--- config.mk ---
export PLATFORM = sky130hd
export DESIGN_NAME = utf8_encoder
export DESIGN_NICKNAME = d
export VERILOG_FILES = /design/src/rtl/utf8_pkg.sv /design/src/rtl/utf8_classify.sv /design/src/rtl/utf8_encoder.sv
export SDC_FILE = /design/constraint.sdc
export NUM_CORES = 1
export LEC_CHECK = 0
export ABC_AREA = 1
export CORE_UTILIZATION = 47
export DETAILED_ROUTE_END_ITERATION = 10
export PLACE_DENSITY = 0.8
export SYNTH_ARGS = -nofsm -noshare
export SYNTH_HDL_FRONTEND = slang
export SYNTH_SLANG_ARGS = --single-unit
--- constraint.sdc ---
create_clock -name clock -period 1.41 [get_ports clock]
set_clock_uncertainty 0.1 [all_clocks]
set_input_delay 0.282 -clock clock [delete_from_list [all_inputs] [get_ports clock]]
set_output_delay 0.282 -clock clock [all_outputs]
set_load 0.005 [all_outputs]
--- src/rtl/utf8_pkg.sv ---
// ============================================================================
//  Module      : utf8_pkg
//  Description : Shared constants, types and helpers for the UTF-8 encoder
//                and its code-point classifier.
//  Revision    : 1.0 - initial release
// ============================================================================
`default_nettype none

package utf8_pkg;

    // Sequence length encoded as (number of bytes - 1)
    typedef logic [1:0] len_t;

    localparam len_t LEN_1 = 2'd0;
    localparam len_t LEN_2 = 2'd1;
    localparam len_t LEN_3 = 2'd2;
    localparam len_t LEN_4 = 2'd3;

    localparam logic [1:0] STATUS_IDLE  = 2'b00;
    localparam logic [1:0] STATUS_BUSY  = 2'b01;
    localparam logic [1:0] STATUS_ERROR = 2'b10;

    localparam logic [20:0] MAX_1BYTE        = 21'h00007F;
    localparam logic [20:0] MAX_2BYTE        = 21'h0007FF;
    localparam logic [20:0] MAX_3BYTE        = 21'h00FFFF;
    localparam logic [20:0] MAX_CODE_POINT   = 21'h10FFFF;
    localparam logic [20:0] SURROGATE_LO     = 21'h00D800;
    localparam logic [20:0] SURROGATE_HI     = 21'h00DFFF;
    localparam logic [20:0] REPLACEMENT_CHAR = 21'h00FFFD;

    localparam logic [7:0] LEAD_2      = 8'hC0;
    localparam logic [7:0] LEAD_3      = 8'hE0;
    localparam logic [7:0] LEAD_4      = 8'hF0;
    localparam logic [1:0] CONT_PREFIX = 2'b10;

    // Continuation byte still owed when 'remaining' bytes are left; the
    // highest-order 6-bit group goes out first.
    function automatic logic [7:0] cont_byte(input logic [17:0] cp,
                                             input len_t        remaining);
        logic [7:0] result;
        case (remaining)
            LEN_4:   result = {CONT_PREFIX, cp[17:12]};
            LEN_3:   result = {CONT_PREFIX, cp[11:6]};
            default: result = {CONT_PREFIX, cp[5:0]};
        endcase
        return result;
    endfunction

endpackage

`default_nettype wire

--- src/rtl/utf8_classify.sv ---
// ============================================================================
//  Module      : utf8_classify
//  Description : Combinational classifier: code point -> {valid, length,
//                lead byte}. Shareable with the decoder for overlong checks.
//  Revision    : 1.0 - initial release
// ============================================================================
`default_nettype none

module utf8_classify
    import utf8_pkg::*;
#(
    parameter int ALLOW_SURROGATES = 0
) (
    input  logic [20:0] cp,
    output logic        valid,
    output len_t        length,
    output logic [7:0]  lead_byte
);

    logic w_is_surrogate;

    assign w_is_surrogate = (cp >= SURROGATE_LO) && (cp <= SURROGATE_HI);

    always_comb begin
        valid     = 1'b1;
        length    = LEN_1;
        lead_byte = {1'b0, cp[6:0]};

        if (cp <= MAX_1BYTE) begin
            length    = LEN_1;
            lead_byte = {1'b0, cp[6:0]};
        end else if (cp <= MAX_2BYTE) begin
            length    = LEN_2;
            lead_byte = LEAD_2 | {3'b000, cp[10:6]};
        end else if (cp <= MAX_3BYTE) begin
            length    = LEN_3;
            lead_byte = LEAD_3 | {4'b0000, cp[15:12]};
            if ((ALLOW_SURROGATES == 0) && w_is_surrogate) begin
                valid = 1'b0;
            end
        end else if (cp <= MAX_CODE_POINT) begin
            length    = LEN_4;
            lead_byte = LEAD_4 | {5'b00000, cp[20:18]};
        end else begin
            valid = 1'b0;
        end
    end

endmodule

`default_nettype wire

--- src/rtl/utf8_encoder.sv ---
// ============================================================================
//  Module      : utf8_encoder
//  Description : Serialises one Unicode scalar value into 1..4 UTF-8 bytes
//                over a byte-wide valid/ready stream, lead byte first.
//                Optional macro UTF8_ENCODER_REPLACEMENT_EN substitutes
//                U+FFFD for unencodable code points instead of flagging them.
//  Revision    : 1.0 - initial release
// ============================================================================
`default_nettype none

module utf8_encoder
    import utf8_pkg::*;
#(
    parameter int ALLOW_SURROGATES = 0
) (
    input  logic        clock,
    input  logic        reset,
    input  logic        allow,
    input  logic [20:0] code_point,
    output logic        accept,
    output logic [7:0]  byte_data,
    output logic        byte_valid,
    input  logic        byte_ready,
    output logic [1:0]  status
);

    localparam logic [0:0] C_ST_IDLE = 1'b0;
    localparam logic [0:0] C_ST_EMIT = 1'b1;

    logic [0:0]  r_state;
    logic        r_accept;
    logic [7:0]  r_byte;
    logic        r_valid;
    logic [1:0]  r_status;
    len_t        r_remaining;
    logic [17:0] r_cp;

    logic        w_raw_valid;
    len_t        w_raw_len;
    logic [7:0]  w_raw_lead;

    logic        w_enc_ok;
    len_t        w_enc_len;
    logic [7:0]  w_enc_lead;
    logic [17:0] w_enc_cp;

    utf8_classify #(
        .ALLOW_SURROGATES (ALLOW_SURROGATES)
    ) u_classify (
        .cp        (code_point),
        .valid     (w_raw_valid),
        .length    (w_raw_len),
        .lead_byte (w_raw_lead)
    );

`ifdef UTF8_ENCODER_REPLACEMENT_EN
    // Unencodable input is silently swapped for U+FFFD (EF BF BD).
    assign w_enc_ok   = 1'b1;
    assign w_enc_len  = w_raw_valid ? w_raw_len  : LEN_3;
    assign w_enc_lead = w_raw_valid ? w_raw_lead
                                    : (LEAD_3 | {4'b0000, REPLACEMENT_CHAR[15:12]});
    assign w_enc_cp   = w_raw_valid ? code_point[17:0] : REPLACEMENT_CHAR[17:0];
`else
    assign w_enc_ok   = w_raw_valid;
    assign w_enc_len  = w_raw_len;
    assign w_enc_lead = w_raw_lead;
    assign w_enc_cp   = code_point[17:0];
`endif

    always_ff @(posedge clock) begin
        if (reset) begin
            r_state     <= C_ST_IDLE;
            r_accept    <= 1'b1;
            r_byte      <= 8'h00;
            r_valid     <= 1'b0;
            r_status    <= STATUS_IDLE;
            r_remaining <= LEN_1;
            r_cp        <= '0;
        end else begin
            case (r_state)
                C_ST_IDLE: begin
                    if (allow && r_accept) begin
                        if (w_enc_ok) begin
                            r_state     <= C_ST_EMIT;
                            r_accept    <= 1'b0;
                            r_byte      <= w_enc_lead;
                            r_valid     <= 1'b1;
                            r_status    <= STATUS_BUSY;
                            r_remaining <= w_enc_len;
                            r_cp        <= w_enc_cp;
                        end else begin
                            // Sticky until the next accepted code point
                            r_status <= STATUS_ERROR;
                        end
                    end
                end

                C_ST_EMIT: begin
                    if (r_valid && byte_ready) begin
                        if (r_remaining != LEN_1) begin
                            r_byte      <= cont_byte(r_cp, r_remaining);
                            r_remaining <= r_remaining - 2'd1;
                        end else begin
                            r_state  <= C_ST_IDLE;
                            r_accept <= 1'b1;
                            r_valid  <= 1'b0;
                            r_status <= STATUS_IDLE;
                        end
                    end
                end

                default: begin
                    r_state <= C_ST_IDLE;
                end
            endcase
        end
    end

    assign accept     = r_accept;
    assign byte_data  = r_byte;
    assign byte_valid = r_valid;
    assign status     = r_status;

endmodule

`default_nettype wire

Yosys cells after proc, flatten, opt, wreduce, memory -nomap -nowiden
Cells that the tools add are included.
{ "totals": {"regBits": 33, "input_bits": 25, "out_inout_bits": 12, "word_cells": 74} }
{ "op_classes": {"n_addsub": 1, "n_lt_le_gt_ge": 6, "eq_ne": 7, "n_mux": 44, "bitwise_logic": 1, "n_reduce_logical": 8} }
{ "op_table": {"columns": ["operator", "count"], "rows": [
  ["$mux 8", 8],
  ["$le 21x16->1 const B", 2],
  ["$mux 2", 12],
  ["$ge 21x16->1 const B", 1],
  ["$le 21x11->1 const B", 1],
  ["$le 21x21->1 const B", 1],
  ["$le 21x7->1 const B", 1],
  ["$mux 1", 17],
  ["$pmux 8 s2", 1],
  ["$pmux 6 s2", 1],
  ["$pmux 2 s2", 2],
  ["$reduce_and 4->1", 2],
  ["$ne 2x1->1 const B", 3],
  ["$pmux 1 s2", 3],
  ["$reduce_and 3->1", 2],
  ["$eq 2x2->1 const B", 2],
  ["$ne 2x2->1 const B", 2],
  ["$logic_and 1x1->1", 3],
  ["$reduce_bool 2->1", 1],
  ["$sub 2x1->2 const B", 1],
  ["$not 1->1", 1]
]} }

Depth between registers and ports, before layout
Gate-level depths: netlist of the first run.
{ "depth": {"word_depth": 9, "ltp_mapped": 12, "mapped_depth_nobuf": 11} }

By module
From an unflattened synthesis of the first run, not the netlist that was laid out.
{ "unflattened": {"cells_unflattened": 298, "area_unflattened_um2": 1960.6} }
{ "modules_own_cells": {"columns": ["module", "n_inst", "cells_each", "area_per_inst_um2", "seq_area_each_um2"], "rows": [
  ["utf8_encoder", 1, 234, 1607.8, 660.6],
  ["utf8_classify", 1, 64, 352.8, 0.0]
]} }

Worst setup path before layout of the first run
Ideal clock, no wire load.
{ "synth_path": {"path_kind": "input -> register", "from": "in code_point[19]", "to": "reg r_byte[7] (netlist: byte_data[7])", "t_arrival_ps": 1313, "setup_slack_ps": -115, "stages": 12, "path_cell_list": "nor2_2 -> nand2_2 -> nor2_4 -> inv_2 -> nand2_4 -> nand2_8 -> nand2_4 -> buf_8 -> buf_12 -> nand3_2 -> nand2_1 -> nor2_1"} }
{ "synth_between": {"elab_chain_cells": 8} }
{ "synth_lines": {"columns": ["element", "line_no", "source"], "rows": [
  ["start: declaration", "utf8_encoder.sv:19", "input logic [20:0] code_point,"],
  ["$le 21x21->1 (tied with other cells)", "utf8_classify.sv:41", "end else if (cp <= MAX_CODE_POINT) begin"],
  ["$mux 8 / $logic_and 1x1->1 (equally long branches)", "utf8_classify.sv:41, utf8_classify.sv:22", null],
  ["$mux 8 / $mux 1 (equally long branches)", "utf8_classify.sv:35, utf8_classify.sv:38", null],
  ["$mux 8 / $mux 1 (equally long branches)", "utf8_classify.sv:32, utf8_classify.sv:35", null],
  ["$mux 8 / $mux 1 (equally long branches)", "utf8_classify.sv:29, utf8_classify.sv:32", null],
  ["$mux 8 / $mux 1 (equally long branches)", "utf8_encoder.sv:83, utf8_classify.sv:29", null],
  ["$mux 8 / $ne 2x1->1 (equally long branches)", null, null],
  ["$pmux 8 s2 / $reduce_and 4->1 (equally long branches)", null, null],
  ["end signal: assignment", "utf8_encoder.sv:86", "r_byte <= w_enc_lead;"],
  ["end signal: assignment", "utf8_encoder.sv:101", "r_byte <= cont_byte(r_cp, r_remaining);"],
  ["end: declaration", "utf8_encoder.sv:32", "logic [7:0] r_byte;"]
]} }
Parallel ways exist; a longest one is shown, timed or not. The select of a mux whose other input is x is not followed.
A chain may end at the register's enable or synchronous reset.

Worst setup path in the final report of the first run
{ "layout_path": {"from": "reg r_remaining[0]", "to": "reg r_byte[5] (netlist: byte_data[5])"} }
{ "layout_between": {"elab_chain_cells": 5} }
{ "layout_lines": {"columns": ["element", "line_no", "source"], "rows": [
  ["start: declaration", "utf8_encoder.sv:35", "len_t r_remaining;"],
  ["start signal: assignment", "utf8_encoder.sv:89", "r_remaining <= w_enc_len;"],
  ["start signal: assignment", "utf8_encoder.sv:102", "r_remaining <= r_remaining - 2'd1;"],
  ["$eq 2x2->1", "utf8_pkg.sv:41", "case (remaining)"],
  ["$pmux 6 s2", "utf8_pkg.sv:41", null],
  ["$mux 8", "utf8_encoder.sv:100", "if (r_remaining != LEN_1) begin"],
  ["$mux 8", "utf8_encoder.sv:99", "if (r_valid && byte_ready) begin"],
  ["$pmux 8 s2", "utf8_encoder.sv:80", "case (r_state)"]
]} }
Parallel ways exist; a longest one is shown, timed or not. The select of a mux whose other input is x is not followed.

==> impl_metrics.tcl, run 1 <==
set metrics [dict create \
    outcome "finished, violations left" \
    violations "setup timing" \
    synth_top_family_by_area "simple AND/OR/NAND/NOR gates" \
    synthAdderAreaFrac_pct 1.92 \
    p_comb_share_pct 35.3 \
    switching_share_pct 34.2 \
    cpPeakStageDelay_ns 0.40 \
    drt_iter0_drc 296 \
    dieArea_sq_um 4410 \
    cts_buffers 5 \
    setup_viol 10 \
    worstSetupStartpointType "flop" \
    crit_fanout 6 \
    hp-class "input port to flop" \
    crit_type "flop to flop" \
    drv_slew 0 \
    critPathTopFamily "simple AND/OR/NAND/NOR gates" \
    ys_seq_elements 33 \
    clock_latency_ns 0.29 \
    grtUsageTotal_pct 30.0 \
    path_cells "inv_6, ha_4, nor2_4, nand2_2, nand3_2, nand2_1, nand2_1, nand2_1, nor2_1" \
    p_int_w 0.00178 \
    grt_overflow 0 \
    antenna_found_initial 0 \
    postRouteWirelength_mm 8.09 \
    finalInstanceArea_sq_um 3270 \
    cts_tree "built" \
    rsz0062_at_grt "yes" \
    timing.fmax_mhz 635 \
    yosys-top-cells-area "dfxtp_1 (34%), nand2_1 (15%), nand3_1 (12%)" \
    num_rows 23 \
    grt_pass1_vias 2220 \
    dr.pass1.iters 7 \
    p_per_area_nw_per_um2 826 \
    arrival_ns 1.69 \
    cpMaxStageDelayCell "dfxtp_4" \
    drc 0 \
    start_util_pct 48.8 \
    grt_pass1_wl_mm 9.96 \
    grt_max_degree 19 \
    ir_drop_mv 0.618 \
    num_vias 2552 \
    routedWlPerCell_um 18.6 \
    clock_sinks 33 \
    routed_via_density 5.87 \
    synthArstFlopShare_pct 0 \
    cts_root_buffer "clkbuf_8" \
    antenna_cells 0 \
    fin_crit_ns 1.57 \
    synth-edff-count 0 \
    min_period_over_period_pct 112 \
    ios 37 \
    synth_nets 317 \
    seq_power_share_pct 40.0 \
    syn_area_sq_um 1950 \
    crit_top_cell "nand2_1" \
    yosysWarnings 0 \
    critPathRequiredTime_ns 1.52 \
    clk_pin_slew_worst_paths_ns 0.07 \
    fp.dieW_um 66.4 \
    dpl.hpwl_mm 4.44 \
    synth_compound_area_share_pct 12.0 \
    pwr-share-clk_pct 24.8 \
    fin_ws_ns -0.164 \
    avgSynthCellArea_sq_um 6.75 \
    synthMuxAreaShare_pct 0 \
    leakage_nw 1.47 \
    p_switching_w 0.000923 \
    path_buf_inv 1 \
    finalHoldViolations 0 \
    yosys.area_share.simple_pct 44.1 \
    antenna_left 0 \
    final_nets 414 \
    synthDistinctLibCells 25 \
    io_buffers 36 \
    place.gp.congestion 0.885 \
    yosysMostFrequentCell "nand2_1" \
    dp_slack_ns -0.770 \
    reg2reg_slack_ns -0.16 \
    placed_area_sq_um 2760 \
    area_growth_pct 67.6 \
    fp.coreArea_sq_um 4000 \
    synth.top_cell.area_share_pct 33.9 \
    synth_common_cells "nand2_1 (77), nand3_1 (48), nor2_1 (39)" \
    yosysTopAreaCell "dfxtp_1" \
    clockBufferDepth 2 \
    cap_violations 0 \
    cts_max_level 2 \
    synth_ff_type "dfxtp_1" \
    ys_seq_area_share_pct 33.9 \
    critPathCaptureType "flop" \
    slew-limit-headroom_pct 82.0 \
    die_y_um 66.4 \
    cts_hold_buf 0 \
    worstMarginPinSlew_ns 0.271 \
    drive_gt1_share_pct 49.6 \
    synthXorXnorAreaFrac_pct 0 \
    synth_cells 289 \
    postLayoutCoreUtil_pct 81.7 \
]
through the flow:
step | cells | setup TNS, ns | hold WS (ns) | total power (W)
2_1_floorplan | 289 | -1.36 | 0.339 | 0.00144
3_3_place_gp | 420 | -19.26 | 0.349 | 0.00179
3_5_place_dp | 420 | -21.69 | 0.355 | 0.00181
4_1_cts | 433 | -0.0506 | 0.333 | 0.00250
5_1_grt | 435 | -1.83 | 0.342 | 0.00279
6_report | 435 | -0.605 | 0.340 | 0.00270
area by class of cell:
type / count / area, sq um
clock inverters: 1 / 5.00
inverters: 21 / 97.6
multi-input cells: 225 / 1470
repair buffers: 100 / 887
flip-flops and latches: 33 / 679
fillers: 230 / 731
clock buffers: 5 / 68.8
well taps: 50 / 62.6
power groups by stage:
stage	combinational (W)	sequential (W)	clock (W)
final	0.000953	0.00108	0.000669
after CTS	0.000777	0.00106	0.000658
after floorplan	0.000370	0.00107	0
after detailed placement	0.000734	0.00108	0
after global placement	0.000718	0.00107	0
after global routing	0.00101	0.00108	0.000703
timing repair:
action,4_1_cts,5_1_grt
setup buffers,6,5
resized for setup,92,84
pin swaps,31,39
endpoints found under the setup margin,45,32
gates cloned,1,0
hold endpoints to repair,0,0
sequential cells by signal, indices dropped and copies added (netlist names):
register,cells
status,2
r_state,1
r_remaining,2
byte_data,8
accept,1
byte_valid,1
r_cp,18
per-layer routing:
metal  global-route usage [%]  vias to the layer above  share of wire (%)
li1                         -                     1130                  -
met1                     38.0                     1190                 38
met2                     50.9                      189                 49
met3                     5.17                       43                9.1
met4                     10.4                        0                4.0
met5                        0                        -                  0
kinds of logic (layout without fill, tap and decap cells):
logic type	Yosys count	count (layout)
fa+ha+maj	3	3
buf+inv	31	127
compound gates	35	35
flops	33	33
simple gates	187	187
cells in the final DEF, fill, tap and decap left out, types with 4 or more instances in the layout:
cell type / n
buf_8: 4
clkdlybuf4s50_1: 9
dfxtp_1: 24
nand2_2: 27
dfxtp_2: 6
nand3_1: 35
nor2_1: 25
dlygate4sd2_1: 17
clkbuf_8: 5
buf_2: 5
nand3_2: 13
a21oi_2: 20
a21oi_1: 8
buf_4: 50
nand2_4: 8
nor2_4: 10
inv_1: 14
nor2_2: 8
nand2_1: 55
buf_6: 10
final timing paths:
path,startpoint,end,depth (start not counted)
worst min register to register,r_cp[2],r_cp[2],2
worst max-delay path,r_remaining[0],byte_data[5],9
worst max register to register,r_remaining[0],byte_data[5],9
worst min-delay path,code_point[17],r_cp[17],4
worst reg2reg max path: cells and delay by family (launching register included):
| family | cells | cell delay (ns) |
|---|---|---|
| and+or+nand+nor | 7 | 0.80 |
| DFF | 1 | 0.40 |
| adders and majority gates | 1 | 0.17 |
| buffers and inverters | 1 | 0.05 |
(Power assumes the default switching activity.)
==> run 2: changes to the inputs <==
--- a/config.mk
+++ b/config.mk
@@ -6,6 +6,7 @@
 export NUM_CORES = 1
 export LEC_CHECK = 0
 export ABC_AREA = 1
+export CORE_ASPECT_RATIO = 0.8
 export CORE_UTILIZATION = 47
 export DETAILED_ROUTE_END_ITERATION = 10
 export PLACE_DENSITY = 0.8
==> run 2 against run 1 <==
Sequential power about the same. Critical path depth unchanged. Hold slack worse by 0.030 ns. Non-clock buffer count is 2 higher. Count of clock-buffer cells in the layout up 2. Global-route usage grew 1.0 points. Via count up 4.5%. The run still ends with setup timing left. Flip-flop and latch count did not move. Total power increased by 4.2%.
==> impl_metrics.tcl, run 2 (synthesis gave the netlist of run 1 again) <==
set metrics [dict create \
    antenna_found_initial 0 \
    final_common_cell "nand2_1" \
    grt_pass1_vias 2154 \
    cts_tree "built" \
    n_fill_cell 205 \
    cap_violations 0 \
    cts_hold_buf 0 \
    worstSetupStartpointType "flop" \
    antenna_left 0 \
    p_switching_w 0.000952 \
    cts_buffers 5 \
    violations "setup timing" \
    timing.fmax_mhz 664 \
    p_comb_share_pct 35.2 \
    pwr-share-clk_pct 26.6 \
    dr.pass1.iters 5 \
    cp-endpoint "byte_data[0]" \
    finalHoldViolations 0 \
    critPathCaptureType "flop" \
    start_util_pct 50.3 \
    seq_power_share_pct 38.2 \
    postLayoutCoreUtil_pct 85.7 \
    num_vias 2667 \
    clk_pin_slew_worst_paths_ns 0.07 \
    cts_max_level 2 \
    io_buffers 36 \
    drv_slew 0 \
    clock_latency_ns 0.30 \
    p_per_area_nw_per_um2 847 \
    fin_ws_ns -0.0966 \
    startpoint "r_remaining[0]" \
    p_int_w 0.00186 \
    rsz0062_at_grt "yes" \
    drc 0 \
    ir_drop_mv 0.672 \
    dp_slack_ns -0.689 \
    arrival_ns 1.63 \
    drt_iter0_drc 334 \
    crit_type "flop to flop" \
    slew-limit-headroom_pct 79.8 \
    regMostFlops "r_cp" \
    clock_sinks 33 \
    r2r_end "byte_data[0]" \
    ios 37 \
    clockBufferDepth 2 \
    crit_fanout 6 \
    reg2reg_slack_ns -0.1 \
    postRouteWirelength_mm 8.49 \
    r2r_cells 9 \
    worstMarginPinSlew_ns 0.303 \
    grt_overflow 0 \
    fp.coreArea_sq_um 3880 \
    largest_reg_flops 18 \
    antenna_cells 0 \
    cts_root_buffer "clkbuf_8" \
    drive_gt1_share_pct 48.2 \
    critPathRequiredTime_ns 1.53 \
    routed_via_density 6.02 \
    die_y_um 59.6 \
    final_nets 416 \
    final_cell_mix "nand2_1 (55), buf_4 (53), nand3_1 (38)" \
    place.gp.congestion 0.930 \
    grt_pass1_wl_mm 10.1 \
    grtUsageTotal_pct 31.0 \
    routedWlPerCell_um 19.2 \
    fin_crit_ns 1.51 \
    setup_viol 21 \
    min-delay-start "code_point[11]" \
    reg2reg_from "r_remaining[0]" \
    switching_share_pct 33.8 \
    area_growth_pct 70.5 \
    grt_max_degree 19 \
    dpl.hpwl_mm 4.22 \
    leakage_nw 1.50 \
    dieArea_sq_um 4410 \
    outcome "finished, violations left" \
    fp.dieW_um 74.0 \
    num_rows 20 \
    hp-class "input port to flop" \
    min_period_over_period_pct 107 \
]
==> run 2: power groups by stage <==
stage / combinational [W] / clock (W) / sequential [W]
3_5_place_dp: 0.000689 / 0 / 0.00108
2_1_floorplan: 0.000370 / 0 / 0.00107
3_3_place_gp: 0.000680 / 0 / 0.00107
6_report: 0.000990 / 0.000749 / 0.00108
5_1_grt: 0.00104 / 0.000765 / 0.00108
4_1_cts: 0.000752 / 0.000718 / 0.00106
==> run 2: area by class of cell <==
cell class / count / area [sq um] / area share, %
multi-input combinational: 225 / 1460 / 43.8
timing repair buffer: 102 / 942 / 28.3
sequential: 33 / 676 / 20.3
inverter: 21 / 95.1 / 2.86
clock buffer: 7 / 86.3 / 2.60
tap: 55 / 68.8 / 2.07
==> run 2: metal layers <==
metal / vias to the layer above / wire [um] / GRT usage (%)
met4: 0 / 488 / 10.2
met3: 67 / 918 / 5.95
met2: 208 / 3860 / 50.6
met5: - / 0 / 0
li1: 1138 / - / -
met1: 1254 / 3220 / 41.3
==> run 2: what timing repair did <==
action	in CTS	in global routing
buffers inserted	8	13
resized for setup	84	85
pin swaps	20	48
cloned	2	1
setup endpoints to repair	45	32
==> run 2: worst max-delay path, cell delays in order, from the launching register on <==
cell     delay, ns
dfxtp_4       0.39
inv_4         0.06
ha_4          0.17
nor2_4        0.19
nand2_1       0.08
nand3_1       0.08
nand2_1       0.09
nand3_2       0.08
nor2_2        0.04
nor2_1        0.14
==> run 2: worst min path at each step <==
stage	end	slack, ns	cells after the start
after global routing	r_cp[11]	0.32	4
after global placement	r_cp[7]	0.35	2
after detailed placement	r_cp[3]	0.35	2
after CTS	r_cp[15]	0.33	4
after floorplan	r_cp[10]	0.34	2
final	r_cp[11]	0.31	4
==> run 2: through the flow <==
stage / total power (W) / hold slack [ns] / TNS (ns) / instance area (sq um) / instances
final: 0.00282 / 0.310 / -0.804 / 3330 / 443
after global routing: 0.00289 / 0.322 / -2.04 / 3330 / 443
after CTS: 0.00253 / 0.334 / 0 / 2920 / 431
after detailed placement: 0.00177 / 0.353 / -20.17 / 2670 / 414
after global placement: 0.00175 / 0.351 / -18.61 / 2670 / 414
after floorplan: 0.00144 / 0.339 / -1.36 / 1980 / 289
